$ cat src/rtl/display_pkg.sv
// display_pkg: shared constants and types for the display scheduler slice.
// Provides the result data width, the default channel count and the
// scheduler FSM state type.
package display_pkg;

  localparam int DATA_W     = 8;
  localparam int NUM_CH_DEF = 4;

  typedef enum logic [0:0] {
    IDLE = 1'b0,
    SHOW = 1'b1
  } state_t;

endpackage

$ cat src/rtl/rr_next_filled.sv
// rr_next_filled: combinational round-robin search for the next filled slot.
// Ports: filled (slot occupancy), cur (current index) -> nxt (first filled
// index strictly after cur, modulo NUM_CH; cur if none), found (one was hit).
module rr_next_filled #(
  parameter int NUM_CH = 4,
  parameter int IDX_W  = 2
) (
  input  logic [NUM_CH-1:0] filled,
  input  logic [IDX_W-1:0]  cur,
  output logic [IDX_W-1:0]  nxt,
  output logic              found
);

  logic [IDX_W-1:0] idx;

  // Walk from the farthest candidate back to the nearest so the nearest
  // filled slot after cur is the one left standing.
  always_comb begin
    nxt   = cur;
    found = 1'b0;
    idx   = '0;
    for (int k = NUM_CH - 1; k >= 1; k--) begin
      idx = IDX_W'((int'(cur) + k) % NUM_CH);
      if (filled[idx]) begin
        nxt   = idx;
        found = 1'b1;
      end
    end
  end

endmodule

$ cat src/rtl/display_scheduler.sv
// display_scheduler: time-multiplexes per-channel 8-bit results onto one
// display value, rotating round-robin over filled slots with a fixed dwell.
// Ports: clk/rstb, res_valid/res_data (channel capture), pause/next (buttons),
// convolution/ch_sel/disp_valid (registered display outputs).
module display_scheduler
  import display_pkg::*;
#(
  parameter  int NUM_CH      = NUM_CH_DEF,
  parameter  int HOLD_CYCLES = 50_000_000,
  localparam int IDX_W       = (NUM_CH > 1) ? $clog2(NUM_CH) : 1,
  localparam int CNT_W       = $clog2(HOLD_CYCLES)
) (
  input  logic                     clk,
  input  logic                     rstb,
  input  logic [NUM_CH-1:0]        res_valid,
  input  logic [NUM_CH*DATA_W-1:0] res_data,
  input  logic                     pause,
  input  logic                     next,
  output logic [DATA_W-1:0]        convolution,
  output logic [IDX_W-1:0]         ch_sel,
  output logic                     disp_valid
);

  localparam logic [CNT_W-1:0] TERM = CNT_W'(HOLD_CYCLES - 1);
  localparam logic [IDX_W-1:0] LAST = IDX_W'(NUM_CH - 1);

  logic [NUM_CH-1:0][DATA_W-1:0] slot_q, slot_d;
  logic [NUM_CH-1:0]             filled_q, filled_d;
  state_t                        state_q, state_d;
  logic [IDX_W-1:0]              cur_q, cur_d;
  logic [CNT_W-1:0]              cnt_q, cnt_d;
  logic [DATA_W-1:0]             conv_q;
  logic [IDX_W-1:0]              ch_sel_q;
  logic                          disp_valid_q;

  logic [IDX_W-1:0] lo_nxt, adv_nxt;
  logic             lo_found, adv_found;
  logic             advance;

  // Searches run on filled_d so a slot captured this cycle can be picked.
  // Starting from the last index makes the search return the lowest one.
  rr_next_filled #(.NUM_CH(NUM_CH), .IDX_W(IDX_W)) u_lowest (
    .filled (filled_d),
    .cur    (LAST),
    .nxt    (lo_nxt),
    .found  (lo_found)
  );

  rr_next_filled #(.NUM_CH(NUM_CH), .IDX_W(IDX_W)) u_advance (
    .filled (filled_d),
    .cur    (cur_q),
    .nxt    (adv_nxt),
    .found  (adv_found)
  );

  // next overrides pause; terminal count together with next is one advance.
  assign advance = next | ((cnt_q == TERM) & ~pause);

  always_comb begin
    filled_d = filled_q | res_valid;
    slot_d   = slot_q;
    for (int i = 0; i < NUM_CH; i++) begin
      if (res_valid[i]) slot_d[i] = res_data[i*DATA_W +: DATA_W];
    end
    state_d = state_q;
    cur_d   = cur_q;
    cnt_d   = cnt_q;
    case (state_q)
      IDLE: begin
        if (|filled_d) begin
          state_d = SHOW;
          cur_d   = lo_found ? lo_nxt : LAST;
          cnt_d   = '0;
        end
      end
      SHOW: begin
        if (advance) begin
          cur_d = adv_found ? adv_nxt : cur_q;
          cnt_d = '0;
        end else if (!pause) begin
          cnt_d = cnt_q + 1'b1;
        end
      end
      default: state_d = IDLE;
    endcase
  end

  always_ff @(posedge clk or posedge rstb) begin
    if (rstb) begin
      slot_q       <= '0;
      filled_q     <= '0;
      state_q      <= IDLE;
      cur_q        <= '0;
      cnt_q        <= '0;
      conv_q       <= '0;
      ch_sel_q     <= '0;
      disp_valid_q <= 1'b0;
    end else begin
      slot_q       <= slot_d;
      filled_q     <= filled_d;
      state_q      <= state_d;
      cur_q        <= cur_d;
      cnt_q        <= cnt_d;
      // Output stage samples the committed selection, so ch_sel and
      // convolution always move together one edge after the decision.
      conv_q       <= (state_q == SHOW) ? slot_q[cur_q] : '0;
      ch_sel_q     <= cur_q;
      disp_valid_q <= (state_q == SHOW);
    end
  end

  assign convolution = conv_q;
  assign ch_sel      = ch_sel_q;
  assign disp_valid  = disp_valid_q;

endmodule

$ cat config.mk
export PLATFORM = sky130hd
export DESIGN_NAME = display_scheduler
export DESIGN_NICKNAME = d
export VERILOG_FILES = /design/src/rtl/display_pkg.sv /design/src/rtl/rr_next_filled.sv /design/src/rtl/display_scheduler.sv
export SDC_FILE = /design/constraint.sdc
export NUM_CORES = 1
export LEC_CHECK = 0
export ABC_AREA = 1
export BUFFER_PORTS_ARGS = -buffer_cell sky130_fd_sc_hd__buf_2
export CORE_ASPECT_RATIO = 0.5
export CORE_MARGIN = 4
export CORE_UTILIZATION = 58
export DETAILED_ROUTE_END_ITERATION = 7
export PLACE_DENSITY = 0.8
export SYNTH_ARGS = -nofsm -noshare
export SYNTH_HDL_FRONTEND = slang
export SYNTH_SLANG_ARGS = --single-unit
$ cat constraint.sdc
create_clock -name clk -period 2.2 [get_ports clk]
set_input_delay 0 -clock clk [delete_from_list [all_inputs] [get_ports clk]]
set_output_delay 0 -clock clk [all_outputs]
set_load 0.05 [all_outputs]
==> flow_metrics.env <==
export IMPL_slew_headroom=0.728
export IMPL_fin_crit_ns=1.86
export IMPL_synthCells=483
export IMPL_antenna_left=0
export IMPL_ff2ff_path_depth=9
export IMPL_cts_reportedPaths_clkPinSlew_ns=0.06
export IMPL_placed_cells=613
export IMPL_max_stage_delay_ns=0.51
export IMPL_cts_buffer_depth=2
export IMPL_cts_root_buf="clkbuf_16"
export IMPL_finalHoldViolCount=0
export IMPL_yosysSeqAreaShare=0.482
export IMPL_critPathBufInv=0
export IMPL_crit_cells=9
export IMPL_core_area_mm2=0.00633
export IMPL_layout_drive_gt1_share=0.182
export IMPL_slew_violations=0
export IMPL_drt_pre_antenna_iters=4
export IMPL_cap_violations=0
export IMPL_cts_tree="yes"
export IMPL_cts_made_buffers=9
export IMPL_final_cells=671
export IMPL_wl_per_cell_um=15.3
export IMPL_final_util=0.789
export IMPL_cp_end_kind="flop"
export IMPL_worst_ep_required_time_ns=2.43
export IMPL_final_area_mm2=0.00500
export IMPL_syn_area_mm2=0.00395
export IMPL_vias_per_cell=5.32
export IMPL_wl_um=10200
export IMPL_worst_endpoint_arrival_ns=2.10
export IMPL_power_density_mw_per_mm2=922
export IMPL_cp_slowest_cell="dfrtp_1"
export IMPL_critical_path_top_delay_family="simple AND/OR/NAND/NOR gates"
export IMPL_syn2layout_area_growth_pct=26.7
export IMPL_final_common_cell="nand2_1"
export IMPL_synthesis_nets=524
export IMPL_report_power_total_uw=4610
export IMPL_worst_pin_slew_ns=0.408
export IMPL_syn_avg_cell_area_um2=8.17
export IMPL_grt_usage=0.278
export IMPL_die_area_mm2=0.00827
export IMPL_layout_common_cells="nand2_1, dfrtp_1, nor2_1"
export IMPL_start_kind="flop"
export IMPL_ir_drop_mv=0.422
export IMPL_num_io_pins=51
export IMPL_cts_sinks=76
export IMPL_place_area_mm2=0.00425
export IMPL_crit_fanout=11
export IMPL_fmax_ghz=0.536
export IMPL_fillCellCount=414
export IMPL_place_congestion=0.870
export IMPL_start_util=0.623
export IMPL_cts_max_level=3
export IMPL_drtIter0Drc=226
export IMPL_row_count=20
export IMPL_fin_nets=619
export IMPL_die_h_um=66.3
export IMPL_clock_latency_ns=0.34
export IMPL_outcome="completed"
export IMPL_power_leakage_uw=0.00232
export IMPL_worstSetupPathType="flop to flop"
export IMPL_hp_class="primary input to flop"
export IMPL_drc=0
export IMPL_grt_pass1_vias=3720
export IMPL_die_x_um=125
export IMPL_vias=3569
export IMPL_antenna_cells=0
export IMPL_synth_cell_type_count=34
export IMPL_crit_chain="nand2_1 -> nand2_1 -> nand3_1 -> nand2_1 -> nor2_1 -> nand2_1 -> nand2_1 -> o21bai_1 -> nand2_1"
export IMPL_portBuffers=50
export IMPL_dp_hpwl_um=6150
export IMPL_rsz0062_at_grt="false"
export IMPL_grt_overflow=0
export IMPL_min_path_cells=3
export IMPL_yosysWarnings=0
export IMPL_grt_max_degree=77
export IMPL_fin_crit_sh=0.848
export IMPL_grt_pass1_wl_um=17800
export IMPL_cpMostUsedCell="nand2_1"
export IMPL_synth_seq_cells=76
export IMPL_setup_viol=0
export IMPL_fin_tns_setup_ns=0
export IMPL_grt_antenna_before_repair=0
export IMPL_skew_ns=0.00403
==> tightest hold or removal path: cells and delay by family <==
| kind | cells | cell delay (ns) |
|---|---|---|
| buf+inv | 1 | 0.19 |
| simple gates | 2 | 0.13 |
==> sequential cells by signal, summed over array words and instances, names as in the netlist <==
register	count
filled_q	4
cnt_q	26
cur_q	2
state_q	1
slot_q	32
convolution	8
ch_sel	2
disp_valid	1
==> cell families after synthesis <==
group,synth area share
compound gates,0.112
simple gates,0.283
fa+ha+maj,0.00317
buf+inv,0.0780
flops,0.482
xor+xnor,0.0422
==> through the flow <==
stage | setup slack, ns | hold WS, ns
finish | 0.335 | 0.0114
global route | 0.190 | 0.0191
CTS | 0.406 | 0.000207
detailed placement | 0.426 | 0.123
global placement | 0.487 | 0.118
floorplan | 0.262 | 0.107
==> layout make-up <==
class                           instances  area, µm²  share of cell area
Sequential cell                        76       1900               0.381
Tap cell                               88        110              0.0220
Multi-Input combinational cell        339       1740               0.347
Inverter                               59        236              0.0473
Timing Repair Buffer                   93        691               0.138
Clock buffer                            9        225              0.0451
Clock inverter                          7       97.6              0.0195
==> layer usage <==
layer / share of wire / routed length (µm) / global-route usage / up-vias
li1: - / - / - / 1735
met1: 0.42 / 4340 / 0.322 / 1690
met2: 0.48 / 4950 / 0.489 / 115
met3: 0.066 / 674 / 0.0976 / 29
met4: 0.026 / 263 / 0.0956 / 0
met5: 0 / 0 / 0 / -
==> path summary, 6_finish.rpt <==
kind / startpoint / endpoint / slack, ns
setup reg to reg: cur_q[0] / cur_q[1] / 0.34
max in group asynchronous: rstb / slot_q[22] / 1.61
min in group asynchronous: rstb / slot_q[5] / 0.29
setup / recovery: cur_q[0] / cur_q[1] / 0.34
hold / removal: res_valid[0] / slot_q[0] / 0.01
hold reg to reg: slot_q[8] / slot_q[8] / 0.47
==> synthesized netlist by cell type (all sizes together) <==
| library cell | count | area, µm² |
|---|---|---|
| xor2 | 16 | 140 |
| a221oi | 8 | 70.1 |
| nor3 | 8 | 50.1 |
| o22ai | 20 | 188 |
| nand3 | 24 | 125 |
| nand4 | 3 | 18.8 |
| ha | 1 | 12.5 |
| inv | 59 | 236 |
| dfrtp | 76 | 1900 |
| buf | 6 | 60.1 |
| nand2 | 159 | 644 |
| o21ai | 33 | 169 |
| nor2 | 61 | 269 |
| o21bai | 2 | 15.0 |
| clkbuf | 3 | 11.3 |
| xnor2 | 3 | 26.3 |
| nand3b | 1 | 7.51 |
==> where the power goes <==
group	switching (µW)	leakage, µW	internal, µW
clock	595	0.000152	998
combinational	944	0.00122	400
sequential	104	0.000950	1560
==> repair_timing <==
action,CTS,global route
hold buffers,42,0
endpoints found under the hold margin,108,0
resized for setup,0,0
setup buffers,0,0
(Power assumes the default switching activity.)
